File: config.mk
export PLATFORM = sky130hd
export DESIGN_NAME = dcache_store_buffer_flat
export DESIGN_NICKNAME = d
export VERILOG_FILES = /design/src/rtl/dcache_store_buffer_if.sv /design/src/rtl/dcache_store_buffer.sv /design/src/flat_wrapper.sv
export SDC_FILE = /design/constraint.sdc
export NUM_CORES = 1
export LEC_CHECK = 0
export ABC_AREA = 1
export CORE_UTILIZATION = 40
export CTS_CLUSTER_SIZE = 28
export DETAILED_ROUTE_END_ITERATION = 8
export GPL_TIMING_DRIVEN = 0
export PLACE_DENSITY = 0.66
export SYNTH_ARGS = -nofsm -noshare
export SYNTH_HDL_FRONTEND = slang
export SYNTH_SLANG_ARGS = --single-unit
File: constraint.sdc
create_clock -name clk -period 5.25 [get_ports clk]
set_clock_uncertainty 0.05 [all_clocks]
set_input_delay 0.7875 -clock clk [delete_from_list [all_inputs] [get_ports clk]]
set_output_delay 0.7875 -clock clk [all_outputs]
set_load 0.02 [all_outputs]
File: src/rtl/dcache_store_buffer_if.sv
// Bus bundle between the store buffer, the writeback/memory stages and the dcache write port.
// The slave modport is the buffer's view; master is the surrounding pipeline/dcache view.
interface dcache_store_buffer_if;
   logic        st_valid;
   logic        st_ready;
   logic [31:0] st_addr;
   logic [63:0] st_data;
   logic        st_size;
   logic        wr_req_valid;
   logic        wr_req_ready;
   logic [31:0] wr_req_address;
   logic [63:0] wr_req_data;
   logic        wr_size_out;
   logic        rd_chk_valid;
   logic [31:0] rd_chk_addr;
   logic        rd_conflict;
   logic        sb_empty;

   modport slave (
      input  st_valid, st_addr, st_data, st_size,
      input  wr_req_ready,
      input  rd_chk_valid, rd_chk_addr,
      output st_ready,
      output wr_req_valid, wr_req_address, wr_req_data, wr_size_out,
      output rd_conflict, sb_empty
   );

   modport master (
      output st_valid, st_addr, st_data, st_size,
      output wr_req_ready,
      output rd_chk_valid, rd_chk_addr,
      input  st_ready,
      input  wr_req_valid, wr_req_address, wr_req_data, wr_size_out,
      input  rd_conflict, sb_empty
   );
endinterface

File: src/rtl/dcache_store_buffer.sv
// FIFO of retired stores draining into the dcache write port, with a conservative
// load-overlap check so the memory stage can stall loads that hit a buffered store.
module dcache_store_buffer #(
   parameter int DEPTH = 4,
   parameter int PTR_W = 2
) (
   input logic                  clk,
   input logic                  reset,
   dcache_store_buffer_if.slave bus
);

   typedef struct packed {
      logic [31:0] addr;
      logic [63:0] data;
      logic        size;
   } entry_t;

   entry_t            entries [DEPTH];
   logic [DEPTH-1:0]  entry_valid;
   logic [PTR_W-1:0]  head;
   logic [PTR_W-1:0]  tail;
   logic [PTR_W:0]    count;
   logic              enq;
   logic              deq;
   logic [28:0]       load_block;
   logic [DEPTH-1:0]  hit;
   logic              unused_rd_offset;

   // Ready/valid come from registered count only, so a full buffer never reuses a slot same-cycle
   assign bus.st_ready       = (count != (PTR_W+1)'(DEPTH));
   assign bus.wr_req_valid   = (count != '0);
   assign bus.sb_empty       = (count == '0);
   assign enq                = bus.st_valid & bus.st_ready;
   assign deq                = bus.wr_req_valid & bus.wr_req_ready;

   assign bus.wr_req_address = entries[head].addr;
   assign bus.wr_req_data    = entries[head].data;
   assign bus.wr_size_out    = entries[head].size;

   always_ff @(posedge clk or negedge reset) begin
      if (!reset) begin
         head        <= '0;
         tail        <= '0;
         count       <= '0;
         entry_valid <= '0;
         for (int i = 0; i < DEPTH; i++) begin
            entries[i] <= '0;
         end
      end else begin
         if (enq) begin
            entries[tail]     <= '{addr: bus.st_addr, data: bus.st_data, size: bus.st_size};
            entry_valid[tail] <= 1'b1;
            tail              <= tail + 1'b1;
         end
         if (deq) begin
            entry_valid[head] <= 1'b0;
            head              <= head + 1'b1;
         end
         case ({enq, deq})
            2'b10:   count <= count + 1'b1;
            2'b01:   count <= count - 1'b1;
            default: count <= count;
         endcase
      end
   end

   // Stores and loads each span their 8-byte block plus the next one; block arithmetic wraps at 29 bits
   assign load_block       = bus.rd_chk_addr[31:3];
   assign unused_rd_offset = ^bus.rd_chk_addr[2:0];

   for (genvar g = 0; g < DEPTH; g++) begin : g_hit
      logic [28:0] blk;
      assign blk    = entries[g].addr[31:3];
      assign hit[g] = entry_valid[g] &
                      ((blk == load_block) |
                       (blk == load_block + 29'd1) |
                       (blk + 29'd1 == load_block));
   end

   assign bus.rd_conflict = bus.rd_chk_valid & (|hit);

endmodule

File: src/flat_wrapper.sv
// flat-port wrapper written by rule: the top's interface ports become plain ports
module dcache_store_buffer_flat 
#(
   parameter int DEPTH = 4,
   parameter int PTR_W = 2
)
  (clk, reset, bus_st_valid, bus_st_addr, bus_st_data, bus_st_size, bus_wr_req_ready, bus_rd_chk_valid, bus_rd_chk_addr, bus_st_ready, bus_wr_req_valid, bus_wr_req_address, bus_wr_req_data, bus_wr_size_out, bus_rd_conflict, bus_sb_empty);
  dcache_store_buffer_if bus_i ();
  input logic clk;
  input logic reset;
  input wire logic [$bits(bus_i.st_valid)-1:0] bus_st_valid;
  input wire logic [$bits(bus_i.st_addr)-1:0] bus_st_addr;
  input wire logic [$bits(bus_i.st_data)-1:0] bus_st_data;
  input wire logic [$bits(bus_i.st_size)-1:0] bus_st_size;
  input wire logic [$bits(bus_i.wr_req_ready)-1:0] bus_wr_req_ready;
  input wire logic [$bits(bus_i.rd_chk_valid)-1:0] bus_rd_chk_valid;
  input wire logic [$bits(bus_i.rd_chk_addr)-1:0] bus_rd_chk_addr;
  output wire logic [$bits(bus_i.st_ready)-1:0] bus_st_ready;
  output wire logic [$bits(bus_i.wr_req_valid)-1:0] bus_wr_req_valid;
  output wire logic [$bits(bus_i.wr_req_address)-1:0] bus_wr_req_address;
  output wire logic [$bits(bus_i.wr_req_data)-1:0] bus_wr_req_data;
  output wire logic [$bits(bus_i.wr_size_out)-1:0] bus_wr_size_out;
  output wire logic [$bits(bus_i.rd_conflict)-1:0] bus_rd_conflict;
  output wire logic [$bits(bus_i.sb_empty)-1:0] bus_sb_empty;
  assign bus_i.st_valid = bus_st_valid;
  assign bus_i.st_addr = bus_st_addr;
  assign bus_i.st_data = bus_st_data;
  assign bus_i.st_size = bus_st_size;
  assign bus_i.wr_req_ready = bus_wr_req_ready;
  assign bus_i.rd_chk_valid = bus_rd_chk_valid;
  assign bus_i.rd_chk_addr = bus_rd_chk_addr;
  assign bus_st_ready = bus_i.st_ready;
  assign bus_wr_req_valid = bus_i.wr_req_valid;
  assign bus_wr_req_address = bus_i.wr_req_address;
  assign bus_wr_req_data = bus_i.wr_req_data;
  assign bus_wr_size_out = bus_i.wr_size_out;
  assign bus_rd_conflict = bus_i.rd_conflict;
  assign bus_sb_empty = bus_i.sb_empty;
  dcache_store_buffer #(.DEPTH(DEPTH), .PTR_W(PTR_W)) u_core (.clk(clk), .reset(reset), .bus(bus_i));
endmodule
==> results.cfg <==
[timing]
setup_tns_ns = 0
hold_viol = 0
fmax_ghz = 0.195
setup_ws_ns = 0.130
finalMaxSlewViolations = 0
finalCriticalPeriod_ns = 5.12
timing.final.crit_share_pct = 97.5
rsz0062_at_grt = no
setup_violations = 0
worst_pin_slew_ns = 1.21
max_slew_margin_pct = 19.1

[layout]
layout_commonest_cell = nand2_1
nFillCells = 6172
drive_above_1_share_pct = 15.6
seqCellArea_um2 = 9980
final_core_util_pct = 48.6
finalNonFillerCells = 4278
multi_input_area_um2 = 13700
fin_area_um2 = 30200
nNetsFinal = 3554
final_cell_mix = nand2_1, dfrtp_1, nor2_1
syn2layout_area_growth_pct = 19.5

[drt]
drt_wl_total_um = 100000
ant_nets = 0
drc = 0
firstDrtPassIters = 6
num_vias = 23800
drtIter0Drc = 2309
avgViaCountPerCell = 5.56
wire_per_inst_um = 23.4

[clock_network]
h-tree-depth = 2
clock-sinks = 399
clockBufferDepth = 3
cts_buffers = 45
root_buffer = clkbuf_16
postCtsHoldBufs = 0
clock_latency_ns = 0.59
clk_pin_slew_ns = 0.06
cts_tree = done

[place]
dp_cells = 4185
placed_cell_area_um2 = 28400
place_ws_ns = -0.666
hpwl_um = 75900
place_congestion = 1.05
port_buffers = 206

[floorplan]
ios = 235
start_util_pct = 40.7
dieArea_um2 = 64100
rows = 91
die_height_um = 253
die_w_um = 253
core-area_um2 = 62100

[power_and_ir_drop]
p_leak_nw = 13.3
peakVddDrop_v = 0.000515
p_int_mw = 11.2
pwr-share-clk_pct = 16.5
powerDensity_nw_per_um2 = 682
switching_share_pct = 45.8
share_seq_of_total_power_pct = 30.0
p_switching_mw = 9.42
comb_power_share_pct = 53.5

[global_route]
grt_remaining_overflow = 0
grt_pass1_vias = 23300
grt_pass1_wl_um = 148000
antenna_found_initial = 10
grt_max_degree = 117
grt_usage_pct = 31.2

[worst_setup_path]
required_ns = 4.41
r2r_setup_slack_ns = 2.00
endpoint_kind = output pin
crit-reg2reg-launch = u_core.count[1]$_DFFE_PN0P_
crit_fanout = 10
reg2reg_depth = 7
start_kind = register
crit_arrival_ns = 4.28
rr_endpoint = u_core.entries[148]$_DFFE_PN0P_
critical_path_class = reg2out

[yosys]
ys_seq_elements = 399
synth_area_um2 = 25200
yosysWarnings = 0
synthCells = 3139
synthesis.nets = 3288
synth.avg_cell_area_um2 = 8.04
synth.distinct_cells = 38
seq_area_frac_synth_pct = 39.5

[job]
drv_cap = 0

[outcome]
status = finished clean

[hold_path]
hp-class = in2async
critical path, cell delays in order (launching register included):
cell,delay [ns]
dfrtp_1,0.42
clkbuf_1,0.39
inv_1,0.17
clkbuf_1,0.61
clkbuf_1,0.90
a21oi_1,0.13
a21oi_1,0.36
clkdlybuf4s50_1,0.68
worst max-delay path by stage:
stage / depth (start not counted) / endpoint / from / slack [ns]
finish: 7 / bus_wr_req_address[16] / u_core.head[0]$_DFFE_PN0P_ / 0.13
global route: 7 / bus_wr_req_address[15] / u_core.head[0]$_DFFE_PN0P_ / 0.09
CTS: 17 / bus_rd_conflict / bus_rd_chk_addr[4] / -0.03
detailed placement: 17 / bus_rd_conflict / bus_rd_chk_addr[3] / -0.67
global placement: 1 / u_core.entries[165]$_DFFE_PN0P_ / reset / -14.70
floorplan: 20 / bus_rd_conflict / bus_rd_chk_addr[3] / 1.80
timing repair:
action,4_1_cts,5_1_grt
pin swaps,1,4
endpoints found under the setup margin,10,5
gates resized for setup,8,15
hold endpoints to repair,0,0
setup buffers,2,8
cell usage after synthesis (all sizes together):
library cell	n	area share (%)
nand2	744	11
nor2	425	6.9
dfrtp	399	40
mux2	340	15
o21ai	253	5.0
inv	245	3.6
nand3	175	3.5
xor2	113	3.9
clkbuf	86	1.3
o22ai	84	2.1
buf	59	1.4
xnor2	57	2.0
a21oi	49	0.97
nand4	36	0.95
nor3	26	0.52
nor4	15	0.37
ha	14	0.69
nand3b	7	0.21
nor3b	3	0.089
o21bai	2	0.059
or2	2	0.050
xnor3	2	0.18
a2111oi	1	0.035
clkinv	1	0.015
fa	1	0.079
metal layers:
layer	vias to the layer above	share of wire [%]	track usage (%)
li1	10900	-	-
met1	11600	41	40.7
met2	1123	45	48.9
met3	255	8.4	6.00
met4	12	5.8	16.7
met5	-	0.084	0
power groups by stage:
| stage | clock (mW) | combinational, mW | sequential, mW |
|---|---|---|---|
| floorplan | 0 | 6.92 | 5.54 |
| global placement | 0 | 10.8 | 6.11 |
| detailed placement | 0 | 10.9 | 6.13 |
| CTS | 3.43 | 10.9 | 6.09 |
| global route | 3.55 | 11.8 | 6.33 |
| finish | 3.39 | 11.0 | 6.18 |
state kept, by name, indices dropped and copies added, names as in the netlist:
signal	cells
u_core.entry_valid	4
u_core.tail	2
u_core.count	3
u_core.entries	388
u_core.head	2
through the flow:
step           total power [mW]  hold WS (ns)
3_5_place_dp               17.0         0.439
3_3_place_gp               16.9         0.433
5_1_grt                    21.7         0.171
2_1_floorplan              12.5         0.419
6_report                   20.6         0.128
4_1_cts                    20.4         0.134
layout make-up:
class	instances	area share, %
multi-input combinational	2349	45.4
inverter	246	3.06
tap	837	3.47
buffer	145	2.27
clock buffer	64	4.27
timing repair buffer	219	7.38
clock inverter	16	0.962
antenna	3	0.0249
sequential	399	33.1
cells by family (layout without fill, tap and decap cells):
kind of cell,count (synthesis),count (layout),synth area share [%]
AOI/OAI and AO/OA,389,389,8.16
adders and majority gates,15,15,0.773
other,0,3,0
DFF,399,399,39.5
buffers and inverters,391,690,6.36
muxes,340,340,15.2
and+or+nand+nor,1433,1433,23.9
xor gates and xnor gates,172,172,6.08
No activity file was read; power rests on OpenSTA's default activity.
